$ cat src/rtl/uart_rx_byte_latch.sv
// UART receiver (8N1, or 8E1 when UART_RX_PARITY_EN is defined) that latches each good byte
// on data_out for the LCD character input and flags bad frames with single-cycle pulses.
module uart_rx_byte_latch #(
    parameter int         CLKS_PER_BIT = 5208,
    parameter logic [7:0] IDLE_CHAR    = 8'h20
) (
    input  logic       clk,
    input  logic       rst,
    input  logic       rx,
    output logic [7:0] data_out,
    output logic       byte_valid,
    output logic       frame_err,
    output logic       parity_err,
    output logic       busy
);

    localparam int CNT_W = $clog2(CLKS_PER_BIT);
    localparam logic [CNT_W-1:0] CNT_HALF = CNT_W'(CLKS_PER_BIT / 2 - 1);
    localparam logic [CNT_W-1:0] CNT_LAST = CNT_W'(CLKS_PER_BIT - 1);

    typedef enum logic [2:0] {
        ST_IDLE,
        ST_START,
        ST_DATA,
`ifdef UART_RX_PARITY_EN
        ST_PARITY,
`endif
        ST_STOP,
        ST_BREAK
    } state_t;

    state_t           state_reg, state_next;
    logic [1:0]       sync_reg;
    logic             rx_s;
    logic [CNT_W-1:0] cnt_reg, cnt_next;
    logic [2:0]       bit_idx_reg, bit_idx_next;
    logic [7:0]       shift_reg, shift_next;
    logic [7:0]       data_out_reg, data_out_next;
    logic             byte_valid_reg, byte_valid_next;
    logic             frame_err_reg, frame_err_next;
    logic             parity_ok;
`ifdef UART_RX_PARITY_EN
    logic             par_bit_reg, par_bit_next;
    logic             parity_err_reg, parity_err_next;
`endif

    assign rx_s = sync_reg[1];

`ifdef UART_RX_PARITY_EN
    // Even parity: the parity bit makes the total count of ones across data+parity even.
    assign parity_ok = (par_bit_reg == ^shift_reg);
`else
    assign parity_ok = 1'b1;
`endif

    always_ff @(posedge clk) begin
        if (rst) begin
            sync_reg       <= 2'b11;
            state_reg      <= ST_IDLE;
            cnt_reg        <= '0;
            bit_idx_reg    <= '0;
            shift_reg      <= '0;
            data_out_reg   <= IDLE_CHAR;
            byte_valid_reg <= 1'b0;
            frame_err_reg  <= 1'b0;
`ifdef UART_RX_PARITY_EN
            par_bit_reg    <= 1'b0;
            parity_err_reg <= 1'b0;
`endif
        end else begin
            sync_reg       <= {sync_reg[0], rx};
            state_reg      <= state_next;
            cnt_reg        <= cnt_next;
            bit_idx_reg    <= bit_idx_next;
            shift_reg      <= shift_next;
            data_out_reg   <= data_out_next;
            byte_valid_reg <= byte_valid_next;
            frame_err_reg  <= frame_err_next;
`ifdef UART_RX_PARITY_EN
            par_bit_reg    <= par_bit_next;
            parity_err_reg <= parity_err_next;
`endif
        end
    end

    always_comb begin
        state_next      = state_reg;
        cnt_next        = cnt_reg + 1'b1;
        bit_idx_next    = bit_idx_reg;
        shift_next      = shift_reg;
        data_out_next   = data_out_reg;
        byte_valid_next = 1'b0;
        frame_err_next  = 1'b0;
`ifdef UART_RX_PARITY_EN
        par_bit_next    = par_bit_reg;
        parity_err_next = 1'b0;
`endif
        case (state_reg)
            ST_IDLE: begin
                cnt_next = '0;
                if (!rx_s) begin
                    state_next = ST_START;
                end
            end
            ST_START: begin
                // Mid start bit: a line that has gone high again was only a glitch.
                if (cnt_reg == CNT_HALF) begin
                    cnt_next = '0;
                    if (rx_s) begin
                        state_next = ST_IDLE;
                    end else begin
                        state_next   = ST_DATA;
                        bit_idx_next = '0;
                    end
                end
            end
            ST_DATA: begin
                if (cnt_reg == CNT_LAST) begin
                    cnt_next     = '0;
                    shift_next   = {rx_s, shift_reg[7:1]};
                    bit_idx_next = bit_idx_reg + 3'd1;
                    if (bit_idx_reg == 3'd7) begin
`ifdef UART_RX_PARITY_EN
                        state_next = ST_PARITY;
`else
                        state_next = ST_STOP;
`endif
                    end
                end
            end
`ifdef UART_RX_PARITY_EN
            ST_PARITY: begin
                if (cnt_reg == CNT_LAST) begin
                    cnt_next     = '0;
                    par_bit_next = rx_s;
                    state_next   = ST_STOP;
                end
            end
`endif
            ST_STOP: begin
                // Returning to IDLE at mid stop bit leaves half a bit to catch the next start edge.
                if (cnt_reg == CNT_LAST) begin
                    cnt_next = '0;
                    if (!rx_s) begin
                        frame_err_next = 1'b1;
                        state_next     = ST_BREAK;
                    end else if (parity_ok) begin
                        data_out_next   = shift_reg;
                        byte_valid_next = 1'b1;
                        state_next      = ST_IDLE;
                    end else begin
`ifdef UART_RX_PARITY_EN
                        parity_err_next = 1'b1;
`endif
                        state_next = ST_IDLE;
                    end
                end
            end
            ST_BREAK: begin
                cnt_next = '0;
                if (rx_s) begin
                    state_next = ST_IDLE;
                end
            end
            default: begin
                cnt_next   = '0;
                state_next = ST_IDLE;
            end
        endcase
    end

    assign data_out   = data_out_reg;
    assign byte_valid = byte_valid_reg;
    assign frame_err  = frame_err_reg;
    assign busy       = (state_reg != ST_IDLE);
`ifdef UART_RX_PARITY_EN
    assign parity_err = parity_err_reg;
`else
    assign parity_err = 1'b0;
`endif

endmodule

$ cat config.mk
export PLATFORM = sky130hd
export DESIGN_NAME = uart_rx_byte_latch
export DESIGN_NICKNAME = d
export VERILOG_FILES = /design/src/rtl/uart_rx_byte_latch.sv
export SDC_FILE = /design/constraint.sdc
export NUM_CORES = 1
export LEC_CHECK = 0
export BUFFER_PORTS_ARGS = -buffer_cell sky130_fd_sc_hd__buf_2
export CAP_MARGIN = 20
export CORE_ASPECT_RATIO = 1.5
export CORE_MARGIN = 1
export CORE_UTILIZATION = 40
export DETAILED_ROUTE_END_ITERATION = 8
export GPL_TIMING_DRIVEN = 0
export MAX_ROUTING_LAYER = met4
export PLACE_DENSITY = 0.57
export SKIP_CTS_REPAIR_TIMING = 1
export SLEW_MARGIN = 5
export SYNTH_ARGS = -nofsm -noshare
export SYNTH_HDL_FRONTEND = slang
export SYNTH_SLANG_ARGS = --single-unit
$ cat constraint.sdc
create_clock -name clk -period 2.65 [get_ports clk]
set_input_delay 0.265 -clock clk [delete_from_list [all_inputs] [get_ports clk]]
set_output_delay 0.265 -clock clk [all_outputs]
set_load 0.01 [all_outputs]
==> summary.txt <==
STA
  – Fin. Hold Viols: 0
  – Finish-stage setup viols: 0
  – Worst-Margin Slew: around 0.66 ns
  – Slew headroom: between 50 and 60%
  – Final setup TNS: 0 ns
  – RSZ-0062 raised after global routing: no
  – Minimum clock period: approximately 2.1 ns
  – Final max-slew violation count: 0
  – Post-Route Skew: 0.00865 ns
  – Final period util: 77.7%
  – Max Clock Freq: between 400 and 500 MHz

Placed design
  – IO Port Bufs: 12
  – Final GP Congestion: 0.855
  – DP Area: roughly 0.0019 mm2
  – HPWL after detailed placement: slightly below 3000 um

Cells and area
  – Highest-count cells in the layout ignoring fill and taps: dfxtp_1, nand3_1, a21oi_1, buf_2, o21ai_0
  – Share of layout cells above drive strength 1: approximately 16%
  – Largest register FFs: 13
  – Most common cell after layout, fill and taps aside: dfxtp_1
  – Nets: 222
  – Final Cell Area: ~0.002 mm2
  – Antenna Cells: 0
  – P&R area growth vs syn: 13.4%

Power and ir drop
  – Sequential Power Share: between 50% and 60%
  – Pwr Total: between 1 and 1.5 mW
  – Sw frac: 20.2%
  – Psw: between 200 and 250 uW
  – Comb power frac: under 10%
  – Pwr dens: about 570 mW/mm2
  – VDD IR-drop max: roughly 0.0004 V
  – P_int: roughly 900 uW
  – Clock Power Share: between 40% and 50%
  – Leakage power: slightly above 0.7 nW

Drt
  – Via count: 1502
  – Vias/cell: between 5 and 6
  – 1st-pass router iterations: 4
  – Antenna-violating nets left: 0
  – DRC: 0
  – Final wirelength: between 3000 and 4000 um
  – WL/cell: between 10 and 15 um
  – Initial drt markers: 56

Clocking
  – CTS Buffer Depth: 2
  – CTS tree: done
  – Worst-Skew Late Latency: about 0.3 ns
  – Number of H-tree levels: 2
  – CTS clk-pin slew, worst paths: ~0.07 ns
  – Num CTS Buffers: 5
  – Clock sink count: 39
  – CTS root buffer: clkbuf_8

Critical path
  – CP max-delay cell: a22oi_2
  – Worst Path Max Fanout: 10
  – Largest stage delay, worst path: 0.40 ns
  – Worst Setup End Kind: flip-flop
  – CP Data Required Time: 2.81 ns
  – Critical Path AT: approximately 2.2 ns
  – Critical path type: reg2reg
  – Critical Path, Cell by Cell: ha_1 -> nor3b_2 -> nand4_1 -> a22oi_2 -> buf_4 -> nor3_1
  – Startpoint types: flip-flop

Floorplanning
  – Total core area: ~0.0042 mm2
  – I/O pins: 15
  – Die Y: slightly above 80 um
  – FP Rows: 29
  – DIE AREA: around 0.0047 mm2
  – Initial Util: 41.6%
  – Die width: 56.0 um

Yosys
  – Synth Area in Simple Gates: approximately a quarter
  – Seq cells post-synth: 39
  – Post-synth top flop: dfxtp_1
  – Synth Area in Adders: about 2.1%
  – Post-Syn Nets: 203
  – Compound-Gate Fraction of Synth Area: 16.9%
  – XOR/XNOR Fraction of Synth Area: 5.50%
  – Yosys warning total: 0
  – Cell Area, Synth: 0.00175 mm2
  – Async SR Flop Fraction: 0%
  – Seq/Total Area, Yosys: roughly 45%
  – EDFF count, synth: 0
  – Synth Instances: roughly 200
  – Main combinational cell family by area after synthesis: simple AND/OR/NAND/NOR gates
  – Syn Area/Cell: roughly 8.9 um2
  – Synth unique cells: 41
  – Post-synthesis mux area share: 0%

Global route
  – First-pass GRT wire length: between 6000 and 7000 um
  – Overflow after GRT: 0
  – Initial antenna violation count: 0
  – Total Routing Usage GR: a little under a fifth
  – Pin count of the biggest net entering global routing: 13
  – Vias in the first global route: about 1.5k

Outcome
  – Outcome: completed

Job
  – Max_cap viols: 0

Hold path
  – Worst Hold Class: in2reg
-- logic make-up (layout without fill, tap and decap cells) --
group	Yosys count	in the layout
and+or+nand+nor	74	74
DFF	39	39
adders and majority gates	3	3
xor gates and xnor gates	11	11
AOI/OAI and AO/OA	48	48
other	1	1
buffers and inverters	21	41
-- final timing paths --
kind | start | to | slack [ns] | depth (start not counted)
min reg2reg | sync_reg[0]$_SDFF_PP1_ | sync_reg[1]$_SDFF_PP1_ | 0.41 | 1
max | cnt_reg[0]$_SDFF_PP0_ | cnt_reg[4]$_SDFF_PP0_ | 0.59 | 6
min | rx | sync_reg[0]$_SDFF_PP1_ | 0.15 | 2
max reg2reg | cnt_reg[0]$_SDFF_PP0_ | cnt_reg[4]$_SDFF_PP0_ | 0.59 | 6
-- power groups by stage --
stage               sequential [mW]  combinational [mW]  clock (mW)
floorplan                     0.602              0.0202           0
global placement              0.602              0.0258           0
detailed placement            0.602              0.0267           0
CTS                           0.588              0.0268       0.524
global route                  0.588              0.0298       0.544
finish                        0.588              0.0265       0.514
-- worst max-delay path: cells and delay by family, from the launching register on --
family	cells	cell delay, ns
simple gates	3	0.62
compound gates	1	0.40
flops	1	0.37
fa+ha+maj	1	0.30
buf+inv	1	0.24
-- routing by layer --
metal,up-vias,track usage (%),wire length [um]
met4,0,9.98,74
met1,714,17.5,1510
met3,10,4.36,107
met2,25,33.7,2190
li1,753,-,-
met5,-,-,0
-- Yosys cell counts (2+ instances only) --
cell	instances	area, um2
nor3_1	12	60.1
o21ai_0	15	75.1
xnor2_1	3	26.3
nand4_1	6	37.5
and3b_1	2	17.5
nand2_1	6	22.5
o31ai_1	2	15.0
xor2_1	8	70.1
nand3_1	21	105
a21oi_1	19	95.1
and2_1	4	25.0
ha_1	3	37.5
nor2_1	4	15.0
or3_1	2	12.5
clkbuf_1	10	37.5
o221ai_1	3	26.3
inv_1	3	11.3
buf_2	3	15.0
and4_1	3	26.3
buf_4	5	37.5
nand2b_1	2	12.5
o22ai_1	2	12.5
or2_2	3	18.8
dfxtp_1	39	781
-- layout make-up --
| cell class | count | area (um2) |
|---|---|---|
| sequential | 39 | 781 |
| fill | 443 | 2220 |
| timing repair buffer | 12 | 60.1 |
| buffer | 18 | 90.1 |
| clock inverter | 2 | 35.0 |
| clock buffer | 6 | 82.6 |
| tap | 46 | 57.6 |
| inverter | 3 | 11.3 |
| multi-input combinational | 137 | 870 |
-- stage by stage --
step | worst slack [ns] | hold slack [ns] | utilization [%] | std cells
after detailed placement | 0.609 | 0.401 | 44.4 | 255
after floorplan | 0.982 | 0.369 | - | 197
after global placement | 0.689 | 0.392 | 44.4 | 255
after global routing | 0.433 | 0.150 | 47.2 | 263
after CTS | 0.594 | 0.148 | 47.2 | 263
final | 0.590 | 0.152 | 47.2 | 263
No activity file was read; power rests on OpenSTA's default activity.
